<file path="src/rtl/uart_port_fifo_if.sv">
// CPU-side bus of the UART port: TX write strobe, RX interrupt handshake and sticky error flags.
interface uart_port_fifo_if #(
  parameter int DATA_BITS = 8
);
  logic                 write_enable;
  logic [DATA_BITS-1:0] data_in;
  logic                 write_busy;
  logic                 int_req;
  logic                 int_ack;
  logic [DATA_BITS-1:0] data_out;
  logic                 err_clr;
  logic                 rx_frame_err;
  logic                 rx_overrun;

  modport master (
    output write_enable, data_in, int_ack, err_clr,
    input  write_busy, int_req, data_out, rx_frame_err, rx_overrun
  );
  modport slave (
    input  write_enable, data_in, int_ack, err_clr,
    output write_busy, int_req, data_out, rx_frame_err, rx_overrun
  );
endinterface

</file>
<file path="src/rtl/uart_port_fifo.sv">
// UART port with TX/RX FIFOs, 16x-oversampled baud tick, optional parity and an
// int_req/int_ack handshake that presents received characters to the CPU.
module uart_port_fifo #(
  parameter int BAUD_DIV   = 27,
  parameter int DATA_BITS  = 8,
  parameter int FIFO_AW    = 4,
  parameter bit PARITY_EN  = 1'b0,
  parameter bit PARITY_ODD = 1'b0
) (
  input  logic            clk,
  input  logic            rst,
  uart_port_fifo_if.slave bus,
  output logic            TxD,
  input  logic            RxD
);
  localparam int CW = (BAUD_DIV > 1) ? $clog2(BAUD_DIV) : 1;
  localparam int DEPTH = 1 << FIFO_AW;
  localparam logic [FIFO_AW:0] PTR_ONE = (FIFO_AW+1)'(1);
  localparam logic [3:0] LAST_BIT = 4'(DATA_BITS - 1);

  typedef enum logic [2:0] {S_IDLE, S_START, S_DATA, S_PARITY, S_STOP} state_t;

  // Baud tick generator
  logic [CW-1:0] baud_cnt;
  logic          tick;
  assign tick = (baud_cnt == CW'(BAUD_DIV - 1));

  always_ff @(posedge clk or posedge rst) begin
    if (rst)       baud_cnt <= '0;
    else if (tick) baud_cnt <= '0;
    else           baud_cnt <= baud_cnt + CW'(1);
  end

  // TX FIFO
  logic [DATA_BITS-1:0] tx_mem [DEPTH];
  logic [FIFO_AW:0]     tx_wp, tx_rp;
  logic                 tx_full, tx_empty, tx_push, tx_pop, we_q;
  logic [DATA_BITS-1:0] tx_head;

  assign tx_empty = (tx_wp == tx_rp);
  assign tx_full  = (tx_wp[FIFO_AW] != tx_rp[FIFO_AW]) &&
                    (tx_wp[FIFO_AW-1:0] == tx_rp[FIFO_AW-1:0]);
  // A pop in the same cycle frees a slot, so a write while full still lands.
  assign tx_push  = bus.write_enable & ~we_q & (~tx_full | tx_pop);
  assign tx_head  = tx_mem[tx_rp[FIFO_AW-1:0]];
  assign bus.write_busy = tx_full;

  always_ff @(posedge clk or posedge rst) begin
    if (rst) begin
      we_q  <= 1'b0;
      tx_wp <= '0;
      tx_rp <= '0;
    end else begin
      we_q <= bus.write_enable;
      if (tx_push) tx_wp <= tx_wp + PTR_ONE;
      if (tx_pop)  tx_rp <= tx_rp + PTR_ONE;
    end
  end

  always_ff @(posedge clk) begin
    if (tx_push) tx_mem[tx_wp[FIFO_AW-1:0]] <= bus.data_in;
  end

  // TX framer
  state_t               tx_st, tx_st_nxt;
  logic [3:0]           tx_tk, tx_tk_nxt, tx_bit, tx_bit_nxt;
  logic [DATA_BITS-1:0] tx_sh, tx_sh_nxt;
  logic                 tx_par, tx_par_nxt, txd_nxt;

  always_ff @(posedge clk or posedge rst) begin
    if (rst) begin
      tx_st  <= S_IDLE;
      tx_tk  <= '0;
      tx_bit <= '0;
      TxD    <= 1'b1;
    end else begin
      tx_st  <= tx_st_nxt;
      tx_tk  <= tx_tk_nxt;
      tx_bit <= tx_bit_nxt;
      TxD    <= txd_nxt;
    end
  end

  always_ff @(posedge clk) begin
    tx_sh  <= tx_sh_nxt;
    tx_par <= tx_par_nxt;
  end

  always_comb begin
    tx_st_nxt  = tx_st;
    tx_tk_nxt  = tx_tk;
    tx_bit_nxt = tx_bit;
    tx_sh_nxt  = tx_sh;
    tx_par_nxt = tx_par;
    tx_pop     = 1'b0;
    if (tick) begin
      tx_tk_nxt = tx_tk + 4'd1;
      case (tx_st)
        S_IDLE: begin
          tx_tk_nxt = '0;
          if (!tx_empty) tx_pop = 1'b1;
        end
        S_START: if (tx_tk == 4'd15) begin
          tx_st_nxt  = S_DATA;
          tx_bit_nxt = '0;
        end
        S_DATA: if (tx_tk == 4'd15) begin
          tx_sh_nxt  = tx_sh >> 1;
          tx_bit_nxt = tx_bit + 4'd1;
          if (tx_bit == LAST_BIT) tx_st_nxt = PARITY_EN ? S_PARITY : S_STOP;
        end
        S_PARITY: if (tx_tk == 4'd15) tx_st_nxt = S_STOP;
        S_STOP: if (tx_tk == 4'd15) begin
          if (!tx_empty) tx_pop = 1'b1;
          else           tx_st_nxt = S_IDLE;
        end
        default: tx_st_nxt = S_IDLE;
      endcase
      if (tx_pop) begin
        tx_st_nxt  = S_START;
        tx_tk_nxt  = '0;
        tx_sh_nxt  = tx_head;
        tx_par_nxt = (^tx_head) ^ PARITY_ODD;
      end
    end
    case (tx_st_nxt)
      S_START:  txd_nxt = 1'b0;
      S_DATA:   txd_nxt = tx_sh_nxt[0];
      S_PARITY: txd_nxt = tx_par_nxt;
      default:  txd_nxt = 1'b1;
    endcase
  end

  // RX synchroniser and deframer
  logic                 rx_s1, rx_s2;
  state_t               rx_st, rx_st_nxt;
  logic [3:0]           rx_tk, rx_tk_nxt, rx_bit, rx_bit_nxt;
  logic [DATA_BITS-1:0] rx_sh, rx_sh_nxt;
  logic                 rx_pbit, rx_pbit_nxt, rx_done, rx_bad;

  always_ff @(posedge clk or posedge rst) begin
    if (rst) begin
      rx_s1  <= 1'b1;
      rx_s2  <= 1'b1;
      rx_st  <= S_IDLE;
      rx_tk  <= '0;
      rx_bit <= '0;
    end else begin
      rx_s1  <= RxD;
      rx_s2  <= rx_s1;
      rx_st  <= rx_st_nxt;
      rx_tk  <= rx_tk_nxt;
      rx_bit <= rx_bit_nxt;
    end
  end

  always_ff @(posedge clk) begin
    rx_sh   <= rx_sh_nxt;
    rx_pbit <= rx_pbit_nxt;
  end

  always_comb begin
    rx_st_nxt   = rx_st;
    rx_tk_nxt   = rx_tk;
    rx_bit_nxt  = rx_bit;
    rx_sh_nxt   = rx_sh;
    rx_pbit_nxt = rx_pbit;
    rx_done     = 1'b0;
    rx_bad      = 1'b0;
    if (tick) begin
      rx_tk_nxt = rx_tk + 4'd1;
      case (rx_st)
        S_IDLE: begin
          rx_tk_nxt = '0;
          if (!rx_s2) rx_st_nxt = S_START;
        end
        // Half a bit into the start bit: still low means a real frame.
        S_START: if (rx_tk == 4'd7) begin
          rx_tk_nxt  = '0;
          rx_bit_nxt = '0;
          rx_st_nxt  = rx_s2 ? S_IDLE : S_DATA;
        end
        S_DATA: if (rx_tk == 4'd15) begin
          rx_sh_nxt  = {rx_s2, rx_sh[DATA_BITS-1:1]};
          rx_bit_nxt = rx_bit + 4'd1;
          if (rx_bit == LAST_BIT) rx_st_nxt = PARITY_EN ? S_PARITY : S_STOP;
        end
        S_PARITY: if (rx_tk == 4'd15) begin
          rx_pbit_nxt = rx_s2;
          rx_st_nxt   = S_STOP;
        end
        S_STOP: if (rx_tk == 4'd15) begin
          rx_st_nxt = S_IDLE;
          if (!rx_s2 || (PARITY_EN && (((^rx_sh) ^ rx_pbit) != PARITY_ODD)))
            rx_bad = 1'b1;
          else
            rx_done = 1'b1;
        end
        default: rx_st_nxt = S_IDLE;
      endcase
    end
  end

  // RX FIFO and interrupt handshake
  logic [DATA_BITS-1:0] rx_mem [DEPTH];
  logic [FIFO_AW:0]     rx_wp, rx_rp;
  logic                 rx_full, rx_empty, rx_push, rx_pop, rx_drop;
  logic                 int_req_q, frame_err_q, overrun_q;
  logic [DATA_BITS-1:0] data_out_q;

  assign rx_empty = (rx_wp == rx_rp);
  assign rx_full  = (rx_wp[FIFO_AW] != rx_rp[FIFO_AW]) &&
                    (rx_wp[FIFO_AW-1:0] == rx_rp[FIFO_AW-1:0]);
  assign rx_pop   = bus.int_ack & int_req_q;
  assign rx_push  = rx_done & (~rx_full | rx_pop);
  assign rx_drop  = rx_done & rx_full & ~rx_pop;

  assign bus.int_req      = int_req_q;
  assign bus.data_out     = data_out_q;
  assign bus.rx_frame_err = frame_err_q;
  assign bus.rx_overrun   = overrun_q;

  always_ff @(posedge clk) begin
    if (rx_push) rx_mem[rx_wp[FIFO_AW-1:0]] <= rx_sh;
  end

  always_ff @(posedge clk or posedge rst) begin
    if (rst) begin
      rx_wp       <= '0;
      rx_rp       <= '0;
      int_req_q   <= 1'b0;
      data_out_q  <= '0;
      frame_err_q <= 1'b0;
      overrun_q   <= 1'b0;
    end else begin
      if (rx_push) rx_wp <= rx_wp + PTR_ONE;
      if (rx_pop)  rx_rp <= rx_rp + PTR_ONE;
      if (bus.int_ack) begin
        int_req_q <= 1'b0;
      end else if (!int_req_q && !rx_empty) begin
        int_req_q  <= 1'b1;
        data_out_q <= rx_mem[rx_rp[FIFO_AW-1:0]];
      end
      // A new error in the same cycle as err_clr keeps the flag set.
      if (rx_bad)           frame_err_q <= 1'b1;
      else if (bus.err_clr) frame_err_q <= 1'b0;
      if (rx_drop)          overrun_q <= 1'b1;
      else if (bus.err_clr) overrun_q <= 1'b0;
    end
  end
endmodule
</file>
<file path="src/flat_wrapper.sv">
// flat-port wrapper written by rule: the top's interface ports become plain ports
module uart_port_fifo_flat 
#(
  parameter int BAUD_DIV   = 27,
  parameter int DATA_BITS  = 8,
  parameter int FIFO_AW    = 4,
  parameter bit PARITY_EN  = 1'b0,
  parameter bit PARITY_ODD = 1'b0
)
  (clk, rst, TxD, RxD, bus_write_enable, bus_data_in, bus_int_ack, bus_err_clr, bus_write_busy, bus_int_req, bus_data_out, bus_rx_frame_err, bus_rx_overrun);
  uart_port_fifo_if #(.DATA_BITS(DATA_BITS)) bus_i ();
  input  logic clk;
  input  logic rst;
  output logic TxD;
  input  logic RxD;
  input wire logic [$bits(bus_i.write_enable)-1:0] bus_write_enable;
  input wire logic [$bits(bus_i.data_in)-1:0] bus_data_in;
  input wire logic [$bits(bus_i.int_ack)-1:0] bus_int_ack;
  input wire logic [$bits(bus_i.err_clr)-1:0] bus_err_clr;
  output wire logic [$bits(bus_i.write_busy)-1:0] bus_write_busy;
  output wire logic [$bits(bus_i.int_req)-1:0] bus_int_req;
  output wire logic [$bits(bus_i.data_out)-1:0] bus_data_out;
  output wire logic [$bits(bus_i.rx_frame_err)-1:0] bus_rx_frame_err;
  output wire logic [$bits(bus_i.rx_overrun)-1:0] bus_rx_overrun;
  assign bus_i.write_enable = bus_write_enable;
  assign bus_i.data_in = bus_data_in;
  assign bus_i.int_ack = bus_int_ack;
  assign bus_i.err_clr = bus_err_clr;
  assign bus_write_busy = bus_i.write_busy;
  assign bus_int_req = bus_i.int_req;
  assign bus_data_out = bus_i.data_out;
  assign bus_rx_frame_err = bus_i.rx_frame_err;
  assign bus_rx_overrun = bus_i.rx_overrun;
  uart_port_fifo #(.BAUD_DIV(BAUD_DIV), .DATA_BITS(DATA_BITS), .FIFO_AW(FIFO_AW), .PARITY_EN(PARITY_EN), .PARITY_ODD(PARITY_ODD)) u_core (.clk(clk), .rst(rst), .bus(bus_i), .TxD(TxD), .RxD(RxD));
endmodule
</file>
<file path="config.mk">
export PLATFORM = sky130hd
export DESIGN_NAME = uart_port_fifo_flat
export DESIGN_NICKNAME = d
export VERILOG_FILES = /design/src/rtl/uart_port_fifo_if.sv /design/src/rtl/uart_port_fifo.sv /design/src/flat_wrapper.sv
export SDC_FILE = /design/constraint.sdc
export NUM_CORES = 1
export LEC_CHECK = 0
export BUFFER_PORTS_ARGS = -buffer_cell sky130_fd_sc_hd__buf_2
export CORE_MARGIN = 2
export CORE_UTILIZATION = 49
export CTS_BUF_LIST = sky130_fd_sc_hd__clkbuf_2 sky130_fd_sc_hd__clkbuf_4 sky130_fd_sc_hd__clkbuf_8
export CTS_CLUSTER_SIZE = 12
export DETAILED_ROUTE_END_ITERATION = 10
export GPL_TIMING_DRIVEN = 0
export PLACE_DENSITY = 0.77
export SETUP_SLACK_MARGIN = 0.2
export SKIP_LAST_GASP = 1
export SYNTH_ARGS = -nofsm -noshare
export SYNTH_HDL_FRONTEND = slang
export SYNTH_SLANG_ARGS = --single-unit
</file>
<file path="constraint.sdc">
create_clock -name clk -period 4 [get_ports clk]
set_clock_uncertainty 0.1 [all_clocks]
set_input_delay 0.4 -clock clk [delete_from_list [all_inputs] [get_ports clk]]
set_output_delay 0.4 -clock clk [all_outputs]
set_load 0.02 [all_outputs]
</file>
==> results.md <==
* Final WL at approximately 24000 um
* Synthesis-to-layout area growth at 13.2%
* Die Y-Extent at 171 um
* Clk network pwr share at between 30 and 40%
* Ys flop type: edfxtp_1
* Final GP Congestion at 0.769
* Final setup viols at 0
* Register area at about 10000 um2
* Pre-antenna DRT Iters at 5
* Layout cells sized above 1 at between 20% and 30%
* DR iter-0 viols at between 500 and 600
* Via Count at around 6900
* Footprint of the multi-input gates at 3710 um2
* Syn Std Cell Area at 13700 um2
* Total GRT Usage at 17.3%
* Post-route ant nets at 0
* Clock sinks at 335
* Critical path startpoint category: register
* CTS tree: done
* H-Tree Level Count at 2
* Cell taking the most area after synthesis: edfxtp_1
* Row Count at between 60 and 70
* Min cycle time layout at 3530 ps
* Sw Ratio at 26.0%
* Measured slew at the worst slew-check pin at about 1300 ps
* Synth unique cells at 51
* Setup TNS at 0 ps
* Post-CTS Setup Repair Bufs at 0
* Synthesized instance count at 755
* Top-Level Pins at 27
* Worst min-delay path class: in -> reg
* Pins Over Slew Limit at 0
* CP max stage delay at between 1000 and 1500 ps
* CP most frequent cell: nand2_1
* P_int at 6400 uW
* Vias in the first global route at ~6800
* Comb pwr share at 19.4%
* DR WL/cell at 19.4 um
* Async set-reset flop share out of synthesis at 18.5%
* Crit. End Element: register
* Yosys reg bits at 335
* Pleak at 0.00535 uW
* Congestion Overflow GR at 0
* WS Path Type: reg -> reg
* Post-route DRC at 0
* Peak Freq at 0.284 GHz
* Die width at 171 um
* Final Power at 8640 uW
* Status: finished, final reports clean
* RSZ-0062 raised after global routing: false
* Largest net degree at the start of global routing at 41
* Final period util at about 90%
* Antenna diodes at 0
* Maximum vdd drop at between 0.0003 and 0.0004 V
* Core area at 27600 um2
* Worst Path Arrival at 3620 ps
* Critical Path RT at 4090 ps
* Hold depth at 1
* Worst path cell trace: inv_1 -> ha_1 -> nand4b_1 -> buf_2 -> nor4_2 -> nand2_1 -> nor2_2 -> nand2_1 -> nor3_1
* Ys Warns at 0
* Number of cells on the critical path at 9
* Seq pwr share at 46.6%
* Initial Util at about half
* Hold Violations, Final at 0
* IO Port Bufs at 26
* CP bufs+invs at 2
* Post-synth EDFFs at 271
* Slowest CP cell: nor3_1
* Synth top area cells: edfxtp_1 60%, mux4_2 11%, dfrtp_1 11%
* Vias per inst at 5.49
* Max-cap violations at 0
* Clk_lat worst skew at 580 ps
* Sequential share of the synthesized area at 71.3%
* Cell Pwr Density at approximately 560 nW/um2
* Psw at about 2200 uW
* First-pass GRT wire length at 38300 um
* CTS clock-pin slew for the worst setup and hold paths at 60 ps
* Root buffer cell: clkbuf_8
* Fill cell count at 2093
* Syn Area/Cell at 18.1 um2
* Die Area at 29200 um2
* HPWL after DPL at 16100 um
* Worst R2R Path Depth at 9
* Initial antenna violation count at 1
* Top Family by Delay on Critical Path: simple AND/OR/NAND/NOR gates
* Final nets at 873
* Post-synth top area share at around three fifths
* Num CTS Buffers at 53
* CTS max path bufs at 3
* Syn nets at 785
* Crit Path Max Fanout at 10
* Rel. slew slack at 11.4%
==> worst reg2reg max path, cell delays in order, from the launching register on <==
cell      delay, ps
dfrtp_1         410
inv_1            70
ha_1            190
nand4b_1        130
buf_2           210
nor4_2          370
nand2_1         110
nor2_2          290
nand2_1         210
nor3_1         1040
==> metal layers <==
| layer | track usage [%] | vias up | share of wire [%] | routed length (um) |
|---|---|---|---|---|
| li1 | - | 3147 | - | - |
| met1 | 23.9 | 3499 | 43 | 10500 |
| met2 | 28.2 | 235 | 49 | 12000 |
| met3 | 3.40 | 40 | 6.4 | 1570 |
| met4 | 4.97 | 2 | 1.5 | 371 |
| met5 | 0 | - | 0.045 | 11 |
==> power by group through the flow <==
stage | Combinational [uW] | Clock (uW) | Sequential, uW
after floorplan | 1210 | 0 | 4140
after global placement | 1660 | 0 | 4090
after detailed placement | 1690 | 0 | 4100
after CTS | 1700 | 3000 | 4030
after global routing | 1820 | 3160 | 4050
final | 1680 | 2930 | 4030
==> worst paths after layout <==
kind	to	slack, ps	from
max in group asynchronous	u_core.rx_s2	2860	rst
worst max register to register	u_core.rx_mem[1][1]	470	u_core.baud_cnt[0]
worst min register to register	u_core.rx_s2	260	u_core.rx_s1
worst max-delay path	u_core.rx_mem[1][1]	470	u_core.baud_cnt[0]
worst min-delay path	u_core.tx_mem[12][4]	90	bus_data_in[4]
min in group asynchronous	u_core.tx_st[2]	300	rst
==> kinds of logic after synthesis <==
group | synth area share, %
fa+ha+maj | 1.47
mux | 15.2
xor+xnor | 2.62
buf+inv | 1.73
compound gates | 2.38
flops | 71.3
simple gates | 5.35
==> final cells by class <==
class	instances	share of cell area (%)
repair buffers	33	1.34
flip-flops and latches	335	63.0
plain buffers	34	1.26
multi-input cells	375	24.0
clock inverters	17	0.939
inverters	11	0.267
clock buffers	78	6.14
well taps	378	3.06
==> flip-flops by register name, indices dropped and copies added, names as in the netlist, 3 cells and up <==
register / flops
u_core.rx_mem: 128
u_core.tx_mem: 128
u_core.bus.data_out: 8
u_core.rx_sh: 8
u_core.tx_sh: 8
u_core.baud_cnt: 5
u_core.rx_rp: 5
u_core.rx_wp: 5
u_core.tx_rp: 5
u_core.tx_wp: 5
u_core.rx_bit: 4
u_core.rx_tk: 4
u_core.tx_bit: 4
u_core.tx_tk: 4
u_core.rx_st: 3
u_core.tx_st: 3
==> layout by cell type (no fill, tap or decap), drive strengths merged, types with 10 or more instances in the layout <==
cell,instances
a21oi,10
buf,49
clkbuf,91
clkinv,11
dfrtp,59
edfxtp,271
ha,16
inv,14
mux2,14
mux2i,27
mux4,72
nand2,48
nor2,44
nor3,20
o21ai,20
xnor2,25
xor2,15
==> cells in the mapped netlist, types with 2 or more instances <==
master / instances
nor2_1: 43
and3_1: 3
xnor2_1: 24
a21o_1: 4
a31oi_1: 2
mux2_2: 14
buf_2: 10
xor2_1: 15
a22o_1: 9
nand4b_1: 2
mux2i_1: 25
and2_1: 2
dfxtp_1: 2
nand3_1: 9
buf_1: 6
mux4_2: 67
buf_12: 2
o21ai_1: 2
nor3_1: 20
o21ai_0: 18
clkbuf_1: 11
nor4_1: 2
nor2b_1: 2
nor4_2: 2
edfxtp_1: 271
dfstp_2: 3
nand2_1: 48
ha_1: 16
dfrtp_1: 59
mux4_1: 5
nand4_1: 8
mux2i_2: 2
a21oi_1: 9
buf_4: 3
nand2b_1: 9
inv_1: 11
==> metrics by stage <==
stage	cells	hold slack, ps	utilization, %	setup WS (ps)	cell area (um2)
after floorplan	755	245	-	1220	13700
after global placement	1159	268	51.6	273	14300
after detailed placement	1160	263	51.7	359	14300
after CTS	1260	63.6	55.9	281	15400
after global routing	1261	85.0	56.0	247	15500
final	1261	93.9	56.0	474	15500
==> what timing repair did <==
| action | 4_1_cts | 5_1_grt |
|---|---|---|
| hold buffers | 5 | 0 |
| gates resized for setup | 0 | 2 |
| endpoints found under the setup margin | 0 | 10 |
| endpoints found under the hold margin | 25 | 0 |
(Power assumes the default switching activity.)
